==> src/rtl/mips_pkg.sv <==
// Shared definitions for the MIPS core front end: default reset/bubble words
// and the instruction-fetch FSM encoding.
package mips_pkg;
   localparam logic [31:0] DEF_RESET_PC  = 32'h0000_0000;
   localparam logic [31:0] DEF_NOP_INSTR = 32'h0000_0000;

   typedef enum logic [1:0] {
      FETCH = 2'd0,
      HOLD  = 2'd1,
      DRAIN = 2'd2
   } fetch_state_t;
endpackage

==> src/rtl/if_pc_reg.sv <==
// Program counter with synchronous reset, load enable and next-PC select
// (sequential / branch / jump, branch wins when both redirect sources fire).
module if_pc_reg
   import mips_pkg::*;
#(
   parameter logic [31:0] RESET_PC = DEF_RESET_PC
) (
   input  logic        clk,
   input  logic        reset,
   input  logic        i_ld_en,
   input  logic        i_redirect,
   input  logic        i_branch_taken,
   input  logic [31:0] i_branch_target,
   input  logic [31:0] i_jump_addr,
   output logic [31:0] o_pc,
   output logic [31:0] o_pc_plus4
);
   logic [31:0] r_pc;
   logic [31:0] w_raw_target;
   logic [31:0] w_target;
   logic [31:0] w_next;

   assign w_raw_target = i_branch_taken ? i_branch_target : i_jump_addr;
   // Targets are forced word aligned regardless of what ID hands us.
   assign w_target     = {w_raw_target[31:2], 2'b00};
   assign o_pc_plus4   = r_pc + 32'd4;
   assign w_next       = i_redirect ? w_target : o_pc_plus4;
   assign o_pc         = r_pc;

   always_ff @(posedge clk) begin
      if (reset)
         r_pc <= RESET_PC;
      else if (i_ld_en)
         r_pc <= w_next;
   end
endmodule

==> src/rtl/if_fetch_unit.sv <==
// Instruction-fetch stage: PC ownership, single-outstanding imem handshake,
// stall hold buffer and redirect draining, with combinational outputs to IF/ID.
module if_fetch_unit
   import mips_pkg::*;
#(
   parameter logic [31:0] RESET_PC  = DEF_RESET_PC,
   parameter logic [31:0] NOP_INSTR = DEF_NOP_INSTR
) (
   input  logic        clk,
   input  logic        reset,
   input  logic        PCWrite,
   input  logic        Branch_taken,
   input  logic [31:0] Branch_target,
   input  logic        Jump,
   input  logic [31:0] Jump_addr,
   output logic        imem_req,
   output logic [31:0] imem_addr,
   input  logic        imem_ready,
   input  logic [31:0] imem_rdata,
   output logic [31:0] instruction,
   output logic [31:0] PCplus4,
   output logic        if_valid,
   output logic        IF_Flush
);
   fetch_state_t r_state, w_next_state;
   logic [31:0]  r_hold_buf;
   logic [31:0]  r_drain_addr;
   logic [31:0]  w_pc;
   logic         w_redirect;
   logic         w_pc_ld;
   logic         w_hold_ld;
   logic         w_drain_ld;

   assign w_redirect = !reset && PCWrite && (Branch_taken || Jump);
   assign IF_Flush   = w_redirect;

   if_pc_reg #(.RESET_PC(RESET_PC)) u_pc (
      .clk            (clk),
      .reset          (reset),
      .i_ld_en        (w_pc_ld),
      .i_redirect     (w_redirect),
      .i_branch_taken (Branch_taken),
      .i_branch_target(Branch_target),
      .i_jump_addr    (Jump_addr),
      .o_pc           (w_pc),
      .o_pc_plus4     (PCplus4)
   );

   always_comb begin
      w_next_state = r_state;
      w_pc_ld      = 1'b0;
      w_hold_ld    = 1'b0;
      w_drain_ld   = 1'b0;
      imem_req     = 1'b0;
      imem_addr    = w_pc;
      instruction  = NOP_INSTR;
      if_valid     = 1'b0;
      case (r_state)
         FETCH: begin
            imem_req = 1'b1;
            if (w_redirect) begin
               w_pc_ld    = 1'b1;
               // An unanswered request must be seen through at its old address.
               w_drain_ld = !imem_ready;
               if (!imem_ready) w_next_state = DRAIN;
            end else if (imem_ready) begin
               if (PCWrite) begin
                  instruction = imem_rdata;
                  if_valid    = 1'b1;
                  w_pc_ld     = 1'b1;
               end else begin
                  w_hold_ld    = 1'b1;
                  w_next_state = HOLD;
               end
            end
         end
         HOLD: begin
            if (w_redirect) begin
               w_pc_ld      = 1'b1;
               w_next_state = FETCH;
            end else if (PCWrite) begin
               instruction  = r_hold_buf;
               if_valid     = 1'b1;
               w_pc_ld      = 1'b1;
               w_next_state = FETCH;
            end
         end
         DRAIN: begin
            imem_req  = 1'b1;
            imem_addr = r_drain_addr;
            if (w_redirect) w_pc_ld = 1'b1;
            if (imem_ready) w_next_state = FETCH;
         end
         default: w_next_state = FETCH;
      endcase
      if (reset) begin
         imem_req    = 1'b0;
         instruction = NOP_INSTR;
         if_valid    = 1'b0;
      end
   end

   always_ff @(posedge clk) begin
      if (reset) begin
         r_state      <= FETCH;
         r_hold_buf   <= 32'd0;
         r_drain_addr <= 32'd0;
      end else begin
         r_state <= w_next_state;
         if (w_hold_ld)  r_hold_buf   <= imem_rdata;
         if (w_drain_ld) r_drain_addr <= w_pc;
      end
   end
endmodule

==> config.mk <==
export PLATFORM = sky130hd
export DESIGN_NAME = if_fetch_unit
export DESIGN_NICKNAME = d
export VERILOG_FILES = /design/src/rtl/mips_pkg.sv /design/src/rtl/if_pc_reg.sv /design/src/rtl/if_fetch_unit.sv
export SDC_FILE = /design/constraint.sdc
export NUM_CORES = 1
export LEC_CHECK = 0
export CORE_MARGIN = 4
export CORE_UTILIZATION = 41
export DETAILED_ROUTE_END_ITERATION = 8
export PLACE_DENSITY_LB_ADDON = 0.05
export SLEW_MARGIN = 25
export SYNTH_ARGS = -nofsm -noshare
export SYNTH_HDL_FRONTEND = slang
export SYNTH_SLANG_ARGS = --single-unit
==> constraint.sdc <==
create_clock -name clk -period 5.1 [get_ports clk]
set_input_delay 1.02 -clock clk [delete_from_list [all_inputs] [get_ports clk]]
set_output_delay 1.02 -clock clk [all_outputs]
set_load 0.01 [all_outputs]
Yosys cells after proc, flatten, opt, wreduce, memory -nomap -nowiden
Cells that the tools add are included.
{ "totals": {"regBits": 98, "latchBits": 0, "ramBits": 0, "romBits": 0, "out_inout_bits": 99, "mem_count": 0} }
{ "classes": {"addsub": 1, "multipliers": 0, "n_div": 0, "magnitude_cmp": 0, "eq_ne": 7, "shifts": 0, "muxes": 36, "bitwise_logic": 0, "n_reduce_logical": 8} }
{ "op_table": {"columns": ["operator", "count"], "rows": [
  ["$mux W32", 9],
  ["$pmux W32 S2", 1],
  ["$add A32 B3 Y32 const B", 1],
  ["$mux W1", 16],
  ["$mux W2", 7],
  ["$ne A3 B2 Y1 const B", 3],
  ["$pmux W2 S3", 1],
  ["$reduce_and A5 Y1", 1],
  ["$ne A3 B3 Y1 const B", 1],
  ["$pmux W1 S3", 1],
  ["$eq A2 B1 Y1 const B", 1],
  ["$eq A2 B2 Y1 const B", 1],
  ["$logic_and A1 B1 Y1", 2],
  ["$logic_not A1 Y1", 2],
  ["$logic_not A2 Y1", 1],
  ["$ne A2 B2 Y1 const B", 1],
  ["$pmux W1 S2", 1],
  ["$reduce_or A2 Y1", 1],
  ["$logic_or A1 B1 Y1", 1]
]} }

Longest topological paths before layout
Gate-level depths: netlist of the first run.
{ "logic_depth": {"depth_word": 6, "ltp_mapped": 9, "depth_no_buf": 6} }

Hierarchy
Synthesis of the first run repeated with hierarchy kept, for this count alone.
{ "hier_totals": {"hier_cells": 816, "area_unflattened_um2": 6064.6} }
{ "modules_own_cells": {"columns": ["module", "instances", "cells_per_inst", "area_per_inst_um2"], "rows": [
  ["if_fetch_unit", 1, 493, 3594.7],
  ["if_pc_reg", 1, 323, 2469.9]
]} }

Worst setup path after synthesis of the first run
No wires, ideal clock.
{ "synth_path": {"kind": "input to output", "start": "input port Branch_taken", "end": "output port instruction[10]", "t_arrival_ns": 2.338, "required_ns": 4.080, "path_slack_ns": 1.742, "stages": 7, "n_path_buf": 2, "path_cell_list": "buf_2 -> o21bai_1 -> nand2_1 -> nor3b_1 -> buf_2 -> a22oi_1 -> nor2_1"} }
{ "synth_via": {"elab_chain_len": 5, "elab_cells_between_ends": 6} }
{ "synth_lines": {"columns": ["item", "line_no", "source"], "rows": [
  ["from (decl)", "if_fetch_unit.sv:12", "input logic Branch_taken,"],
  ["$logic_or A1 B1 Y1 (*)", "if_fetch_unit.sv:34", "assign w_redirect = !reset && PCWrite && (Branch_taken || Jump);"],
  ["$logic_and A1 B1 Y1 (*)", "if_fetch_unit.sv:34", null],
  ["$mux W32, on equally long branches", "if_fetch_unit.sv:78, if_fetch_unit.sv:61", null],
  ["$pmux W32 S2 (*)", "if_fetch_unit.sv:58", "case (r_state)"],
  ["$mux W32 (*)", "if_fetch_unit.sv:96", "if (reset) begin"],
  ["to (decl)", "if_fetch_unit.sv:20", "output logic [31:0] instruction,"]
]} }
Mark *: on every way between the ends. The rest lies on a longest branch, timed or not.

Worst setup path after layout of the first run
{ "layout_path": {"start": "input port PCWrite", "end": "output port instruction[31]"} }
{ "layout_via": {"elab_chain_len": 5, "elab_cells_between_ends": 9} }
{ "layout_lines": {"columns": ["item", "line_no", "source"], "rows": [
  ["from (decl)", "if_fetch_unit.sv:11", "input logic PCWrite,"],
  ["$mux W32 or $logic_and A1 B1 Y1 (tied branches)", "if_fetch_unit.sv:67, if_fetch_unit.sv:34", null],
  ["$mux W32 or $logic_and A1 B1 Y1 (tied branches)", "if_fetch_unit.sv:66, if_fetch_unit.sv:34", null],
  ["$mux W32, on equally long branches", "if_fetch_unit.sv:61, if_fetch_unit.sv:78", null],
  ["$pmux W32 S2 (*)", "if_fetch_unit.sv:58", null],
  ["$mux W32 (*)", "if_fetch_unit.sv:96", null]
]} }
Marked as above.

==> flow_summary_export.csv, run 1 <==
group,metric,value,unit
outcome,status,"completed",
sta,period_share,85.7,%
yosys,syn_inst,764,
worst_setup_path,critical_path_class,"in -> out",
floorplanning,die_x,126,um
drt,dr_total_vias,6089,
sta,period_minus_slack,4.37,ns
floorplanning,num_rows,42,
drt,drc,0,
yosys,synth-seq-cells,94,
drt,first_pass_iters,5,
sta,rsz0062_at_grt,"no",
yosys,synth_cell_types,59,
yosys,yosysSeqAreaShare,33.0,%
drt,drtIter0Drc,527,
place,pre_cts_ws,0.747,ns
grt,grt_pass1_wl,30.4,mm
floorplanning,die-area,15900,um2
final_layout,fin_util,59.4,%
yosys,netlist_area,5700,um2
grt,grt_max_degree,72,
worst_setup_path,crit_top_cell,"clkdlybuf4s50_1",
power_and_ir_drop,leakagePower,2.84,nW
sta,hold_viol,0,
place,port_buffers,192,
drt,wl_met1,7.65,mm
min_path,hp-class,"reg -> reg",
floorplanning,die_h,126,um
floorplanning,io_pins,201,
final_layout,fin_cells,1091,
yosys,ys_warn_count,0,
sta,setup_slack,0.729,ns
final_layout,nNetsFinal,1013,
final_layout,drive_above_1_share,9.29,%
grt,gr-total-overflow,0,
cts,clock_latency,0.35,ns
cts,root_buffer,"clkbuf_16",
yosys,dominantRegCellSynth,"dfxtp_1",
grt,grt_use_total,23.1,%
final_layout,syn2layout_area_growth,40.2,%
sta,max_freq,229,MHz
cts,clk_pin_slew,0.06,ns
sta,tightest_slew,0.791,ns
cts,cts_buffers,9,
worst_setup_path,crit_required,4.08,ns
cts,hold_buffers,0,
sta,max_slew_margin,47.3,%
drt,wl_met2,9.33,mm
drt,ant_nets,0,
yosys,synth-edff-count,0,
yosys,synth.avg_cell_area,7.46,um2
worst_setup_path,arrival,3.35,ns
grt,grt_antenna_before_repair,0,
cts,htree_levels,3,
worst_setup_path,path_cells,"clkdlybuf4s50_1, nand2_1, nor3b_2, buf_4, a22oi_1, nor2_1, clkdlybuf4s50_1",
worst_setup_path,max_stage_delay,0.72,ns
sta,setup-tns-final,0,ns
drt,dr.max_layer_used,"met4",
sta,setup_viol,0,
drt,wl,18.8,mm
worst_setup_path,crit_fanout,32,
cts,clock_path_buffers,2,
cts,cts.sinks,94,
sta,skew,0.00797,ns
grt,grt_pass1_vias,5974,
worst_setup_path,crit_slowest_cell,"clkdlybuf4s50_1",
floorplanning,start_util,42.4,%
place,dp_hpwl,13.3,mm
power_and_ir_drop,power_density,248,nW/um2
cts,post_cts_resized,0,
worst_setup_path,end_kind,"output port",
flow_run,max_cap_violations,0,
drt,viasPerCell,5.58,
power_and_ir_drop,power,1.98,mW
floorplanning,placeableCoreArea,13500,um2
drt,wire_per_inst,17.2,um
cts,cts_tree,"built",
drt,dr_wl_met3,1.41,mm
yosys,async_reset_ff_share,0,%
sta,maxSlewViolCount,0,
final_layout,antenna_cells,0,
worst_setup_path,cp-start-kind,"input port",
place,placedCellCount,1075,
place,gp_congestion,0.860,
power_and_ir_drop,ir_worst_vdd,139,uV
cts,cts_setup_buffers,0,
## critical path: cells and delay by family
kind | cells | cell delay [ns]
and+or+nand+nor | 3 | 0.54
buffers and inverters | 3 | 1.63
AOI/OAI and AO/OA | 1 | 0.15
## metrics by stage
step                area (um2)  hold slack, ns
floorplan                 5710           0.434
global placement          7630           0.439
detailed placement        7640           0.445
CTS                       7990           0.454
global route              7990           0.473
finish                    7990           0.450
## routing by layer
metal / vias to the layer above / GRT usage, %
li1: 2960 / -
met1: 2851 / 27.7
met2: 246 / 40.0
met3: 32 / 5.80
met4: 0 / 8.20
met5: - / 0
## cells in the final DEF (no fill, tap or decap), types with 6 or more instances in the layout
master           synthesis  final
nand4_1                 16     16
xnor2_1                 20     20
mux2_2                  33     33
clkbuf_16                0      9
xor2_1                   8      8
nor2_1                  68     66
nand2_1                157    157
a22oi_1                 32     32
dfxtp_1                 94     94
a21o_1                   6      6
a21oi_1                 87     87
inv_1                   12     12
nor3_1                  15     15
nand3_1                 16     15
clkdlybuf4s50_1          0    190
buf_4                    6     13
o21ai_0                 23     23
mux2i_1                 27     27
nor4_1                  10      8
## where the power goes
part / internal (mW) / switching, mW / total (mW)
Combinational: 0.205 / 0.184 / 0.389
Clock: 0.492 / 0.292 / 0.784
Sequential: 0.764 / 0.0430 / 0.807
Total: 1.46 / 0.519 / 1.98
## worst paths after layout
kind	from	end	slack, ns	depth (start not counted)
worst max-delay path	PCWrite	instruction[31]	0.73	7
worst min-delay path	r_drain_addr[20]$_SDFFE_PP0P_	r_drain_addr[20]$_SDFFE_PP0P_	0.45	2
worst min register to register	r_drain_addr[20]$_SDFFE_PP0P_	r_drain_addr[20]$_SDFFE_PP0P_	0.45	2
worst max register to register	u_pc.o_pc[2]$_SDFFE_PP0P_	u_pc.o_pc[20]$_SDFFE_PP0P_	2.58	6
## synth_stat cells, types with 2 or more instances
cell | count | area share (%)
xor2_1 | 8 | 1.2
o21ai_0 | 23 | 2.0
o22ai_1 | 2 | 0.22
and2_1 | 4 | 0.44
nand2b_1 | 3 | 0.33
a31oi_1 | 5 | 0.55
a21o_1 | 6 | 0.79
mux2i_1 | 27 | 4.7
xnor2_1 | 20 | 3.1
or3_1 | 2 | 0.22
a211oi_1 | 2 | 0.26
nor4_1 | 10 | 1.1
a311oi_1 | 2 | 0.31
a22oi_1 | 32 | 4.2
nand2_1 | 157 | 10
and4b_1 | 2 | 0.35
inv_1 | 12 | 0.79
dfxtp_1 | 94 | 33
clkbuf_1 | 46 | 3.0
mux2_2 | 33 | 6.5
and4_1 | 3 | 0.46
a21oi_1 | 87 | 7.6
a221oi_1 | 2 | 0.31
buf_2 | 19 | 1.7
nor3_1 | 15 | 1.3
nor2_1 | 68 | 4.5
nor3b_1 | 2 | 0.26
nand4_1 | 16 | 1.8
nand3_1 | 16 | 1.4
buf_4 | 6 | 0.79
o211ai_1 | 4 | 0.53
a21boi_0 | 2 | 0.26
and3_1 | 2 | 0.22
or2_2 | 5 | 0.55
a222oi_1 | 3 | 0.53
## flip-flops by register name (all words and copies together), names as in the netlist
signal / count
r_hold_buf: 32
r_state: 2
r_drain_addr: 30
u_pc.o_pc: 30
## kinds of logic (layout without fill, tap and decap cells)
logic type	after synthesis	count (layout)	synth area share (%)
and+or+nand+nor	314	314	25.1
AOI/OAI and AO/OA	181	181	19.5
DFF	94	94	33.0
buffers and inverters	85	233	6.54
muxes	60	60	11.3
xor gates and xnor gates	28	28	4.30
adders and majority gates	1	1	0.220
other	1	4	0.0658
## area by class of cell
type / instances / area [um2]
multi-input combinational: 588 / 3490
sequential: 94 / 1880
timing repair buffer: 205 / 2010
clock inverter: 6 / 109
inverter: 12 / 45.0
clock buffer: 10 / 239
tap: 176 / 220
fill: 1246 / 5460
No activity file was read; power rests on OpenSTA's default activity.
==> run 2: changes to the inputs <==
--- a/config.mk
+++ b/config.mk
@@ -13,3 +13,4 @@
 export SYNTH_ARGS = -nofsm -noshare
 export SYNTH_HDL_FRONTEND = slang
 export SYNTH_SLANG_ARGS = --single-unit
+export TNS_END_PERCENT = 100
==> results of run 2 <==
The final DEF is identical to that of run 1; final timing and power are the same.
